--- config.mk ---
export PLATFORM = sky130hd
export DESIGN_NAME = spi_egress_frame_packer
export DESIGN_NICKNAME = d
export VERILOG_FILES = /design/src/rtl/spi_egress_frame_packer.sv
export SDC_FILE = /design/constraint.sdc
export NUM_CORES = 1
export LEC_CHECK = 0
export ABC_AREA = 1
export BUFFER_PORTS_ARGS = -buffer_cell sky130_fd_sc_hd__buf_2
export CAP_MARGIN = 20
export CORE_MARGIN = 1.5
export CORE_UTILIZATION = 60
export DETAILED_ROUTE_END_ITERATION = 10
export PLACE_DENSITY = 0.87
export SETUP_SLACK_MARGIN = 0.4
export SLEW_MARGIN = 40
export SYNTH_ARGS = -nofsm -noshare
export SYNTH_HDL_FRONTEND = slang
export SYNTH_SLANG_ARGS = --single-unit
--- constraint.sdc ---
create_clock -name clk -period 2.9 [get_ports clk]
set_input_delay 0.145 -clock clk [delete_from_list [all_inputs] [get_ports clk]]
set_output_delay 0.145 -clock clk [all_outputs]
set_load 0.1 [all_outputs]
--- src/rtl/spi_egress_frame_packer.sv ---
`timescale 1ns/1ps
// Packs wide readout words into length-prefixed byte frames for the SPI MISO egress FIFO.
// A header byte {HEADER_ID, len} precedes up to MTU_SIZE payload bytes; partial frames flush after idle time.
module spi_egress_frame_packer #(
   parameter int unsigned WORD_BYTES    = 4,
   parameter int unsigned MTU_SIZE      = 16,
   parameter bit          MSB_FIRST     = 1'b1,
   parameter logic [2:0]  HEADER_ID     = 3'b101,
   parameter logic [7:0]  IDLE_BYTE     = 8'h3C,
   parameter int unsigned FLUSH_TIMEOUT = 64
) (
   input  logic                    clk,
   input  logic                    resn,
   input  logic [WORD_BYTES*8-1:0] s_axis_tdata,
   input  logic                    s_axis_tvalid,
   input  logic                    s_axis_tlast,
   output logic                    s_axis_tready,
   output logic [7:0]              m_axis_tdata,
   output logic                    m_axis_tvalid,
   output logic                    m_axis_tlast,
   input  logic                    m_axis_tready,
   output logic [7:0]              m_axis_tuser,
   output logic [15:0]             frame_count
);
   // state      | meaning
   // ST_FILL    | accepting words into the frame buffer
   // ST_HEADER  | presenting the length header byte
   // ST_PAYLOAD | presenting buffered payload bytes in order
   typedef enum logic [1:0] {ST_FILL, ST_HEADER, ST_PAYLOAD} state_t;

   localparam int unsigned  AW        = (MTU_SIZE > 1) ? $clog2(MTU_SIZE) : 1;
   localparam int unsigned  IW        = (FLUSH_TIMEOUT > 2) ? $clog2(FLUSH_TIMEOUT) : 1;
   localparam logic [4:0]   WB_LEN    = 5'(WORD_BYTES);
   localparam logic [4:0]   MTU_LEN   = 5'(MTU_SIZE);
   localparam logic [IW-1:0] IDLE_LAST = IW'(FLUSH_TIMEOUT - 1);

   state_t          state_q, state_d;
   logic [4:0]      fill_q, fill_d;
   logic [4:0]      rd_q, rd_d;
   logic [IW-1:0]   idle_q, idle_d;
   logic [15:0]     frame_count_q, frame_count_d;
   logic            tready_q;
   logic            accept;
   logic            wr_en;
   logic [7:0]      byte_mem [MTU_SIZE];

   assign accept        = (state_q == ST_FILL) && s_axis_tvalid && tready_q;
   assign s_axis_tready = tready_q;
   assign m_axis_tuser  = IDLE_BYTE;
   assign frame_count   = frame_count_q;

   always_comb begin
      state_d       = state_q;
      fill_d        = fill_q;
      rd_d          = rd_q;
      idle_d        = idle_q;
      frame_count_d = frame_count_q;
      wr_en         = 1'b0;
      case (state_q)
         ST_FILL: begin
            if (accept) begin
               wr_en  = 1'b1;
               fill_d = fill_q + WB_LEN;
               idle_d = '0;
               if (s_axis_tlast || (fill_d == MTU_LEN)) begin
                  state_d = ST_HEADER;
               end
            end else if (fill_q != 5'd0) begin
               // an accept in the timeout cycle takes priority (handled above)
               if ((FLUSH_TIMEOUT != 0) && (idle_q == IDLE_LAST)) begin
                  state_d = ST_HEADER;
                  idle_d  = '0;
               end else begin
                  idle_d = idle_q + 1'b1;
               end
            end else begin
               idle_d = '0;
            end
         end
         ST_HEADER: begin
            if (m_axis_tready) begin
               rd_d    = '0;
               state_d = ST_PAYLOAD;
            end
         end
         ST_PAYLOAD: begin
            if (m_axis_tready) begin
               if ((rd_q + 5'd1) == fill_q) begin
                  fill_d        = '0;
                  rd_d          = '0;
                  frame_count_d = frame_count_q + 16'd1;
                  state_d       = ST_FILL;
               end else begin
                  rd_d = rd_q + 5'd1;
               end
            end
         end
         default: state_d = ST_FILL;
      endcase
   end

   always_ff @(posedge clk or negedge resn) begin
      if (!resn) begin
         state_q       <= ST_FILL;
         fill_q        <= '0;
         rd_q          <= '0;
         idle_q        <= '0;
         frame_count_q <= '0;
         tready_q      <= 1'b0;
      end else begin
         state_q       <= state_d;
         fill_q        <= fill_d;
         rd_q          <= rd_d;
         idle_q        <= idle_d;
         frame_count_q <= frame_count_d;
         tready_q      <= (state_d == ST_FILL);
      end
   end

   always_ff @(posedge clk) begin
      if (wr_en) begin
         for (int unsigned i = 0; i < WORD_BYTES; i++) begin
            if (MSB_FIRST) begin
               byte_mem[AW'(fill_q + 5'(i))] <= s_axis_tdata[(WORD_BYTES-1-i)*8 +: 8];
            end else begin
               byte_mem[AW'(fill_q + 5'(i))] <= s_axis_tdata[i*8 +: 8];
            end
         end
      end
   end

   // outputs depend on registered state only, so m_axis_tready never reaches them combinationally
   always_comb begin
      m_axis_tvalid = 1'b0;
      m_axis_tdata  = 8'h00;
      m_axis_tlast  = 1'b0;
      case (state_q)
         ST_HEADER: begin
            m_axis_tvalid = 1'b1;
            m_axis_tdata  = {HEADER_ID, fill_q};
         end
         ST_PAYLOAD: begin
            m_axis_tvalid = 1'b1;
            m_axis_tdata  = byte_mem[rd_q[AW-1:0]];
            m_axis_tlast  = ((rd_q + 5'd1) == fill_q);
         end
         default: ;
      endcase
   end

endmodule

==> run_results.csv, run 1 <==
group,metric,value,unit
run_status,outcome,"completed",
timing,report.final.hold_viol_count,0,
routing,via_per_inst,5.97,
timing,timing.final.ws_setup,0.447,ns
placement,detailedPlace.worstSlack,0.669,ns
worst_setup_path,crit_path_max_fanout,39,
worst_setup_path,critPathLaunchType,"flip-flop",
timing,finalClockSkew,0.00834,ns
power,peakVddDrop,0.568,mV
cells_and_area,fin_nets,906,
global_routing,maximum_number_of_pins_on_one_net_before_global_route_repair,67,
power,total_switching_power,3.61,mW
routing,drt_pre_antenna_iters,6,
floorplan,dieWidth,117,µm
power,fin_total_pwr,8.92,mW
timing,setup_tns,0,ns
logic_synthesis,avgSynthCellArea,9.83,µm²
logic_synthesis,syn-cell-area,7860,µm²
cells_and_area,antenna_cells,0,
power,power_frac_comb,39.8,%
timing,timing.final.setup_violations,0,
min_path,hold_wc_startpoint,"s_axis_tdata[31]",
timing,setup_repair_after_global_routing_missed_its_margin,"yes",
power,clock_power_share,24.3,%
routing,drt.antenna.violating_nets,0,
routing,route.detailed.drc,0,
logic_synthesis,synthArstFlopShare,20.5,%
cells_and_area,final_util,72.2,%
cells_and_area,areaGrowthSynthToFinish,16.9,%
timing,maxSlewViolCount,0,
global_routing,first_global_vias,6044,
routing,via_count,6221,
clock_network,clkSlewWorstSetupHoldPaths,0.06,ns
placement,detailed_place_hpwl,11.3,mm
logic_synthesis,yosys.cell_types.count,32,
power,leakage,3.66,nW
worst_setup_path,setup_crit_end_kind,"output port",
placement,dpl-instance-area,8460,µm²
min_path,hp-class,"in -> reg",
clock_network,tritoncts_clock_tree,"built",
timing,final_min_period_over_clock_period,84.6,%
cells_and_area,layout.cell_area.non_filler,9190,µm²
logic_synthesis,synthTopCellsByCount,"sky130_fd_sc_hd__o21ai_0, sky130_fd_sc_hd__edfxtp_1, sky130_fd_sc_hd__nand2_1",
worst_setup_path,r2r-start,"state_q[0]$_DFF_PN0_",
logic_synthesis,synth_edf_count,128,
floorplan,start_util,61.8,%
clock_network,cts.sinks,161,
routing,drt-total-wl,18.6,mm
floorplan,placeableCoreArea,12700,µm²
placement,gpl.final_weighted_congestion,0.852,
clock_network,insertion_delay,0.44,ns
timing,post-route-min-period,2.45,ns
cells_and_area,stdcell_count,1042,
logic_synthesis,yosysMostFrequentCell,"sky130_fd_sc_hd__o21ai_0",
routing,avgRoutedWirePerCell,17.8,µm
worst_setup_path,critPathKind,"reg -> out",
logic_synthesis,synth_cells,799,
power,pwr-share-seq,35.9,%
logic_synthesis,synth.yosys.warnings,0,
clock_network,ctsLongestPathBuffers,2,
logic_synthesis,synth_top_area_share,48.9,%
floorplan,die_y,117,µm
power,internal_power,5.30,mW
logic_synthesis,synth_seq_area_share,59.4,%
global_routing,grt_pass1_wl,29.3,mm
timing,whs,0.0109,ns
global_routing,globalRoute.totalOverflow,0,
logic_synthesis,netlist.top_cell.by_area,"sky130_fd_sc_hd__edfxtp_1",
timing,worst_slew_margin_rel,50.6,%
floorplan,io-pin-count,72,
floorplan,placement_rows,41,
timing,timing_worst_slew_pin_value,0.739,ns
clock_network,ctsRootBufferMaster,"sky130_fd_sc_hd__clkbuf_16",
worst_setup_path,crit_arrival,2.31,ns
run,maxCapViolCount,0,
worst_setup_path,critical_path_required,2.76,ns
clock_network,cts_max_level,4,
global_routing,total_routing_usage_reported_by_global_routing,27.4,%
routing,dr.first_iter.drc_count,681,
power,cellPowerDensity,970,nW/µm²
power,swShare,40.5,%
global_routing,antenna_found_initial,0,
worst_setup_path,cp_startpoint,"rd_q[1]$_DFFE_PN0P_",
cells_and_area,drive_gt1_share,16.2,%
timing,max_clk_rate,408,MHz
logic_synthesis,synth_seq_cells,161,
placement,placed_cells,1002,
logic_synthesis,synth_flop_cell,"sky130_fd_sc_hd__edfxtp_1",
logic_synthesis,post_synth_main_area_contributors,"sky130_fd_sc_hd__edfxtp_1, sky130_fd_sc_hd__dfrtp_1, sky130_fd_sc_hd__o21ai_0",
clock_network,cts-buffers-inserted,17,
placement,io_buffer_count,63,
floorplan,fp.dieArea,13800,µm²
power groups by stage:
| stage | Sequential, mW | Clock [mW] | Combinational, mW |
|---|---|---|---|
| after detailed placement | 3.21 | 0 | 3.31 |
| final | 3.20 | 2.16 | 3.55 |
| after CTS | 3.18 | 2.17 | 3.35 |
| after global placement | 3.19 | 0 | 3.22 |
| after global routing | 3.24 | 2.29 | 3.87 |
| after floorplan | 3.34 | 0 | 2.25 |
worst max-delay path, stage by stage, from the launching register on:
cell and delay (ns):
sky130_fd_sc_hd__dfrtp_2 0.47, sky130_fd_sc_hd__buf_12 0.24, sky130_fd_sc_hd__ha_2 0.26, sky130_fd_sc_hd__nand4_1 0.12, sky130_fd_sc_hd__nand3_1 0.10, sky130_fd_sc_hd__nand2_1 0.06, sky130_fd_sc_hd__nor2_2 0.12, sky130_fd_sc_hd__nand2_4 0.12
sky130_fd_sc_hd__nor2_2 0.17, sky130_fd_sc_hd__buf_12 0.20
sequential cells by signal, summed over array words and instances, names as in the netlist:
register	cells
frame_count	16
idle_q	6
byte_mem	128
state_q	2
fill_q	3
s_axis_tready	1
rd_q	5
metal layers:
layer / vias to the layer above / global-route usage (%) / routed length, µm
li1: 2895 / - / -
met1: 2994 / 33.7 / 7110
met2: 301 / 46.6 / 9600
met3: 31 / 5.79 / 1550
met4: 0 / 12.2 / 318
met5: - / 0 / 0
logic make-up (layout without fill, tap and decap cells):
family	after synthesis	after routing	share of synthesized area [%]
AOI/OAI and AO/OA	219	219	15.7
other	2	8	0.0956
and+or+nand+nor	256	256	13.6
buffers and inverters	128	193	6.93
xor gates and xnor gates	21	21	2.34
adders and majority gates	12	12	1.91
DFF	161	161	59.4
cells in the final DEF (no fill, tap or decap), types with 5 or more instances in the layout:
master                       count
sky130_fd_sc_hd__nor3_1         11
sky130_fd_sc_hd__clkbuf_16      19
sky130_fd_sc_hd__buf_12         12
sky130_fd_sc_hd__o22ai_1         7
sky130_fd_sc_hd__inv_1          64
sky130_fd_sc_hd__clkinvlp_4      6
sky130_fd_sc_hd__ha_1           11
sky130_fd_sc_hd__conb_1          8
sky130_fd_sc_hd__o21ai_0       163
sky130_fd_sc_hd__nand2_1       113
sky130_fd_sc_hd__a21oi_1         5
sky130_fd_sc_hd__buf_2          53
sky130_fd_sc_hd__dfrtp_1        30
sky130_fd_sc_hd__xnor2_1        10
sky130_fd_sc_hd__nand4_1         5
sky130_fd_sc_hd__xor2_1         11
sky130_fd_sc_hd__o211ai_1        8
sky130_fd_sc_hd__edfxtp_1      128
sky130_fd_sc_hd__nand3_1        37
sky130_fd_sc_hd__o221ai_1       24
sky130_fd_sc_hd__nor2_1         81
sky130_fd_sc_hd__buf_4          16
sky130_fd_sc_hd__o21ai_2         6
path summary, 6_finish.rpt:
kind / to / slack, ns / depth (start not counted)
max: m_axis_tlast / 0.45 / 9
min: byte_mem[8][7]$_DFFE_PP_ / 0.01 / 1
max reg2reg: byte_mem[0][7]$_DFFE_PP_ / 0.72 / 6
min reg2reg: idle_q[0]$_DFFE_PN0P_ / 0.51 / 1
max in group asynchronous: rd_q[1]$_DFFE_PN0P_ / 2.36 / 2
min in group asynchronous: idle_q[3]$_DFFE_PN0P_ / 0.20 / 2
final cells by class:
| cell class | count | area, µm² |
|---|---|---|
| sequential | 161 | 4670 |
| fill | 883 | 3540 |
| multi-input combinational | 516 | 2700 |
| timing repair buffer | 88 | 732 |
| clock buffer | 19 | 433 |
| inverter | 72 | 288 |
| tap | 172 | 215 |
| clock inverter | 13 | 135 |
| timing repair inverter | 1 | 7.51 |
timing repair:
item / in CTS / in global routing
cloned: 0 / 3
pin swaps: 0 / 2
gates resized for setup: 6 / 12
setup buffers: 0 / 2
hold buffers: 3 / 0
hold endpoints to repair: 41 / 0
setup endpoints to repair: 9 / 7
No activity file was read; power rests on OpenSTA's default activity.
==> inputs of run 2 (changes only) <==
--- a/config.mk
+++ b/config.mk
@@ -9,9 +9,9 @@
 export BUFFER_PORTS_ARGS = -buffer_cell sky130_fd_sc_hd__buf_2
 export CAP_MARGIN = 20
 export CORE_MARGIN = 1.5
-export CORE_UTILIZATION = 60
+export CORE_UTILIZATION = 54
 export DETAILED_ROUTE_END_ITERATION = 10
-export PLACE_DENSITY = 0.87
+export PLACE_DENSITY = 0.83
 export SETUP_SLACK_MARGIN = 0.4
 export SLEW_MARGIN = 40
 export SYNTH_ARGS = -nofsm -noshare
==> constraint.sdc (replaced) <==
create_clock -name clk -period 2.11 [get_ports clk]
set_input_delay 0.1055 -clock clk [delete_from_list [all_inputs] [get_ports clk]]
set_output_delay 0.1055 -clock clk [all_outputs]
set_load 0.1 [all_outputs]
==> run 2 against run 1 <==
The flow now finishes with violations (negative setup slack). Count of clock-buffer cells in the layout decreased by 2. Die area increased by 11%. Clock skew rose by 0.0016 ns. Setup slack got worse by 0.69 ns. Via count grew 9.1%. Cell count rose by 6.6%. Sequential power rose by 39%. Sequential cell count unchanged. Combinational power up 85%. Total power up 58%. Highest routed layer unchanged.
==> run_results.csv, run 2 (same netlist as run 1, synthesis figures left out) <==
group,metric,value,unit
timing,maxSlewViolCount,0,
cells_and_area,registers.top_by_ff_count,"byte_mem",
routing,drt_pre_antenna_iters,6,
clock_network,insertion_delay,0.45,ns
routing,via_count,6790,
run_status,failing_checks,"negative setup slack",
min_path,hp-class,"in -> reg",
worst_setup_path,critPathKind,"reg -> out",
global_routing,grt_pass1_wl,32.6,mm
placement,io_buffer_count,63,
timing,final_min_period_over_clock_period,112,%
clock_network,clkSlewWorstSetupHoldPaths,0.08,ns
floorplan,placeableCoreArea,14000,µm²
worst_setup_path,r2r-start,"rd_q[0]$_DFFE_PN0P_",
routing,avgRoutedWirePerCell,20.1,µm
power,peakVddDrop,1.01,mV
timing,report.final.hold_viol_count,0,
global_routing,total_routing_usage_reported_by_global_routing,28.7,%
global_routing,maximum_number_of_pins_on_one_net_before_global_route_repair,34,
floorplan,fp.dieArea,15300,µm²
clock_network,cts-buffers-inserted,17,
worst_setup_path,critical_path.cell_chain,"buf_8 -> inv_12 -> buf_4 -> buf_12 -> o21ai_0 -> o221ai_1 -> nand3_1 -> nand2_1 -> nand2_2 -> o21ai_4 -> buf_12",
routing,dr.first_iter.drc_count,831,
cells_and_area,drive_gt1_share,30.0,%
cells_and_area,layout.cell_area.non_filler,10300,µm²
cells_and_area,commonest_non_fill_non_tap_cells_in_the_layout,"sky130_fd_sc_hd__edfxtp_1, sky130_fd_sc_hd__o21ai_0, sky130_fd_sc_hd__nand2_1",
worst_setup_path,cp_slowest_stage_delay,0.43,ns
routing,route.detailed.drc,0,
worst_setup_path,crit_arrival,2.25,ns
timing,max_clk_rate,424,MHz
worst_setup_path,setup_crit_end_kind,"output port",
cells_and_area,antenna_cells,0,
timing,finalClockSkew,0.00999,ns
run_status,outcome,"complete, but fails checks",
floorplan,dieWidth,124,µm
worst_setup_path,cp_startpoint,"rd_q[0]$_DFFE_PN0P_",
global_routing,antenna_found_initial,0,
placement,gpl.final_weighted_congestion,0.848,
routing,met3_wirelength,2.02,mm
global_routing,first_global_vias,6442,
worst_setup_path,timing.critical_path.max_delay_family,"buffers and inverters",
placement,dpl-instance-area,8740,µm²
worst_setup_path,critical_path_required,2.00,ns
routing,highest_metal_used,"met4",
floorplan,placement_rows,43,
global_routing,globalRoute.totalOverflow,0,
routing,via_per_inst,6.11,
routing,drt-met1-wl,8.50,mm
timing,timing.final.ws_setup,-0.246,ns
worst_setup_path,crit_path_most_repeated_cell,"sky130_fd_sc_hd__buf_12",
cells_and_area,final_common_cell,"sky130_fd_sc_hd__edfxtp_1",
run,maxCapViolCount,0,
cells_and_area,fin_nets,967,
worst_setup_path,crit_path_max_fanout,7,
placement,detailed_place_hpwl,12.1,mm
worst_setup_path,critPathLaunchType,"flip-flop",
cells_and_area,areaGrowthSynthToFinish,31.4,%
clock_network,cts.sinks,161,
clock_network,tritoncts_clock_tree,"built",
clock_network,cts_max_level,4,
power,leakage,4.07,nW
timing,timing.final.setup_violations,9,
routing,drt-total-wl,22.4,mm
cells_and_area,number_of_flip_flops_in_the_largest_register,128,
routing,wl_met2,11.1,mm
timing,whs,0.0334,ns
worst_setup_path,critical_path.n_buffers_inverters,5,
timing,setup_repair_after_global_routing_missed_its_margin,"yes",
floorplan,io-pin-count,72,
min_path,hold_wc_startpoint,"s_axis_tdata[27]",
power,cellPowerDensity,1360,nW/µm²
cells_and_area,final_util,73.5,%
clock_network,ctsRootBufferMaster,"sky130_fd_sc_hd__clkbuf_16",
floorplan,start_util,55.9,%
clock_network,ctsLongestPathBuffers,2,
floorplan,die_y,124,µm
worst_setup_path,crit_path_top_delay_cell,"sky130_fd_sc_hd__dfrtp_2",
timing,post-route-min-period,2.36,ns
routing,drt.antenna.violating_nets,0,
==> run 2: where the power goes <==
part           internal (mW)  switching, mW  total [mW]
Clock                   1.58           1.49        3.08
Sequential              4.10          0.342        4.44
Combinational           2.35           4.22        6.56
Total                   8.03           6.05        14.1
==> run 2: path summary, 6_finish.rpt <==
path                                          endpoint  slack, ns  cells past startpoint
min in group asynchronous      s_axis_tready$_DFF_PN0_       0.09                      2
hold reg to reg             frame_count[5]$_DFFE_PN0P_       0.50                      1
setup reg to reg            frame_count[6]$_DFFE_PN0P_       0.02                     13
setup / recovery                       m_axis_tdata[3]      -0.25                     11
max in group asynchronous  frame_count[11]$_DFFE_PN0P_       1.59                      3
hold / removal                byte_mem[4][3]$_DFFE_PP_       0.03                      1
==> run 2: metrics by stage <==
stage,setup TNS (ns),cells,setup WS (ns),power [mW]
CTS,-0.667,1093,-0.112,13.3
finish,-1.43,1111,-0.246,14.1
global placement,0,1019,0.144,9.23
global route,-2.96,1111,-0.295,14.6
detailed placement,0,1019,0.100,9.34
floorplan,0,805,0.240,8.11
==> run 2: worst reg2reg max path: stages, from the launching register on <==
cell and delay, ns:
sky130_fd_sc_hd__dfrtp_2 0.43, sky130_fd_sc_hd__buf_6 0.15, sky130_fd_sc_hd__ha_2 0.23, sky130_fd_sc_hd__nand3_1 0.12, sky130_fd_sc_hd__nand2_1 0.08, sky130_fd_sc_hd__nand2_1 0.09
sky130_fd_sc_hd__nor2_1 0.06, sky130_fd_sc_hd__nor2_2 0.13, sky130_fd_sc_hd__nand2_4 0.08, sky130_fd_sc_hd__buf_6 0.14, sky130_fd_sc_hd__nor2_8 0.15, sky130_fd_sc_hd__buf_12 0.13
sky130_fd_sc_hd__nand2_1 0.06, sky130_fd_sc_hd__xor2_1 0.15
==> run 2: what timing repair did <==
action,in CTS,in global routing
hold endpoints to repair,61,0
setup endpoints to repair,211,216
gates resized for setup,84,60
hold buffers,8,0
buffers inserted,25,15
cloned,9,2
pin swaps,35,28
==> run 2: layout make-up <==
type,count,area (µm²)
Sequential cell,161,4700
Fill cell,872,3720
Multi-Input combinational cell,517,3010
Timing Repair Buffer,144,1420
Clock buffer,17,425
Inverter,72,334
Tap cell,180,225
Clock inverter,15,158
Timing Repair inverter,5,41.3
==> run 2: routing by layer <==
metal  GRT usage, %  vias up
met3           7.05       74
met1           35.7     3257
met5              0        -
li1               -     3025
met2           48.0      434
met4           12.1        0
==> inputs of run 3 (changes only) <==
--- a/config.mk
+++ b/config.mk
@@ -8,8 +8,10 @@
 export ABC_AREA = 1
 export BUFFER_PORTS_ARGS = -buffer_cell sky130_fd_sc_hd__buf_2
 export CAP_MARGIN = 20
+export CELL_PAD_IN_SITES_DETAIL_PLACEMENT = 0
+export CELL_PAD_IN_SITES_GLOBAL_PLACEMENT = 1
 export CORE_MARGIN = 1.5
-export CORE_UTILIZATION = 54
+export CORE_UTILIZATION = 42
 export DETAILED_ROUTE_END_ITERATION = 10
 export PLACE_DENSITY = 0.83
 export SETUP_SLACK_MARGIN = 0.4
==> run 3 against run 2 <==
Critical path type unchanged. Global-route usage is 8.4 points lower. Core utilization is 16 points lower. The flow finishes with violations (design-rule violations, negative setup slack). Critical path depth is 2 lower. First-iteration DRC count is 31% lower. Fmax is 6.3% higher. Register-to-register slack better by 0.07 ns. Sequential power hardly changed.
==> run_results.csv, run 3 (same netlist as run 1, synthesis figures left out) <==
group,metric,value,unit
run_status,outcome,"complete, but fails checks",
run_status,failing_checks,"design-rule violations, negative setup slack",
floorplan,dieWidth,140,µm
timing,post-route-min-period,2.22,ns
floorplan,io-pin-count,72,
placement,io_buffer_count,63,
power,fin_total_pwr,14.0,mW
worst_setup_path,critical_path_required,2.00,ns
worst_setup_path,critPathLaunchType,"flip-flop",
global_routing,maximum_number_of_pins_on_one_net_before_global_route_repair,56,
clock_network,tritoncts_clock_tree,"built",
power,internal_power,8.17,mW
cells_and_area,drive_gt1_share,29.2,%
power,power_frac_comb,46.6,%
clock_network,cts_max_level,4,
global_routing,antenna_found_initial,0,
floorplan,start_util,43.3,%
cells_and_area,final_common_cell,"sky130_fd_sc_hd__o21ai_0",
routing,via_per_inst,5.53,
power,leakage,4.03,nW
timing,timing.final.setup_violations,9,
worst_setup_path,critPathKind,"reg -> out",
timing,report.final.hold_viol_count,0,
cells_and_area,fin_nets,955,
worst_setup_path,crit_path_max_fanout,7,
clock_network,insertion_delay,0.43,ns
power,cellPowerDensity,1350,nW/µm²
timing,timing.final.ws_setup,-0.106,ns
placement,detailed_place_hpwl,12.6,mm
clock_network,cts-buffers-inserted,17,
floorplan,placeableCoreArea,18100,µm²
min_path,hp-class,"in -> reg",
routing,drt_pre_antenna_iters,8,
cells_and_area,commonest_non_fill_non_tap_cells_in_the_layout,"sky130_fd_sc_hd__o21ai_0, sky130_fd_sc_hd__edfxtp_1, sky130_fd_sc_hd__nand2_1",
routing,avgRoutedWirePerCell,18.7,µm
run,maxCapViolCount,0,
cells_and_area,stdcell_count,1148,
routing,route.detailed.drc,9,
power,pwr-share-seq,31.6,%
cells_and_area,number_of_flip_flops_in_the_largest_register,128,
global_routing,first_global_vias,5866,
cells_and_area,antenna_cells,0,
clock_network,ctsLongestPathBuffers,2,
placement,detailedPlace.worstSlack,0.131,ns
timing,finalClockSkew,0.00715,ns
floorplan,fp.dieArea,19500,µm²
routing,drt.antenna.violating_nets,0,
power,swShare,41.5,%
timing,setup_repair_after_global_routing_missed_its_margin,"yes",
placement,placed_cells,1071,
cells_and_area,final_util,57.2,%
clock_network,clkSlewWorstSetupHoldPaths,0.06,ns
global_routing,total_routing_usage_reported_by_global_routing,20.3,%
clock_network,cts.sinks,161,
timing,max_clk_rate,451,MHz
routing,dr.first_iter.drc_count,572,
power,peakVddDrop,0.975,mV
routing,drt-total-wl,21.4,mm
global_routing,grt_pass1_wl,30.4,mm
clock_network,ctsRootBufferMaster,"sky130_fd_sc_hd__clkbuf_16",
timing,maxSlewViolCount,0,
routing,via_count,6346,
floorplan,placement_rows,49,
worst_setup_path,setup_crit_end_kind,"output port",
timing,final_min_period_over_clock_period,105,%
power,clock_power_share,21.8,%
cells_and_area,areaGrowthSynthToFinish,32.0,%
cells_and_area,registers.top_by_ff_count,"byte_mem",
placement,gpl.final_weighted_congestion,0.790,
floorplan,die_y,140,µm
global_routing,globalRoute.totalOverflow,0,
worst_setup_path,crit_arrival,2.11,ns
power,total_switching_power,5.80,mW
run 3: repair_timing:
| item | CTS | global route |
|---|---|---|
| hold endpoints to repair | 61 | 0 |
| gates cloned | 5 | 12 |
| hold buffers | 8 | 0 |
| endpoints found under the setup margin | 111 | 178 |
| gates resized for setup | 39 | 79 |
| pin swaps | 8 | 13 |
| buffers inserted | 7 | 13 |
run 3: area by class of cell:
type,instances,area [µm²]
Multi-Input combinational cell,519,3110
Timing Repair inverter,3,33.8
Timing Repair Buffer,132,1340
Fill cell,1480,7770
Inverter,72,327
Tap cell,229,287
Sequential cell,161,4700
Clock buffer,17,425
Clock inverter,15,156
run 3: layer usage:
layer  track usage (%)  vias up  wire length (µm)
met1              26.0     3024              8930
met3              4.09       37              1600
li1                  -     2999                 -
met2              34.5      286             10400
met4              6.81        0               518
met5                 0        -                 0
run 3: power groups by stage:
stage | Combinational, mW | Sequential, mW | Clock (mW)
detailed placement | 5.08 | 4.43 | 0
global route | 6.95 | 4.47 | 3.19
global placement | 5.05 | 4.42 | 0
finish | 6.51 | 4.42 | 3.05
CTS | 5.53 | 4.39 | 3.07
floorplan | 3.50 | 4.62 | 0
run 3: worst max-delay path, cell delays in order, from the launching register on:
cell                         delay, ns
sky130_fd_sc_hd__dfrtp_2          0.49
sky130_fd_sc_hd__buf_12           0.17
sky130_fd_sc_hd__clkbuf_16        0.16
sky130_fd_sc_hd__nor2_1           0.10
sky130_fd_sc_hd__o221ai_1         0.13
sky130_fd_sc_hd__nand3_1          0.12
sky130_fd_sc_hd__nand3_2          0.13
sky130_fd_sc_hd__nand2_2          0.12
sky130_fd_sc_hd__clkinvlp_4       0.09
sky130_fd_sc_hd__buf_12           0.17
run 3: final timing paths:
kind                                            startpoint                          to  slack (ns)  depth (start not counted)
max in group asynchronous                             resn     s_axis_tready$_DFF_PN0_        1.60                          2
worst min-delay path                      s_axis_tdata[28]   byte_mem[12][4]$_DFFE_PP_        0.05                          1
worst max register to register         rd_q[0]$_DFFE_PN0P_  frame_count[2]$_DFFE_PN0P_        0.09                         12
worst max-delay path                   rd_q[0]$_DFFE_PN0P_             m_axis_tdata[7]       -0.11                          9
min in group asynchronous                             resn       fill_q[2]$_DFFE_PN0P_        0.17                          2
worst min register to register  frame_count[5]$_DFFE_PN0P_  frame_count[5]$_DFFE_PN0P_        0.49                          1
run 3: stage by stage:
step | hold WS (ns) | cell area [µm²] | setup TNS, ns
floorplan | -0.190 | 8180 | 0
global placement | 0.221 | 8870 | 0
detailed placement | 0.225 | 8870 | 0
CTS | 0.00775 | 9780 | -0.429
global route | 0.0301 | 10400 | -1.67
finish | 0.0523 | 10400 | -0.596
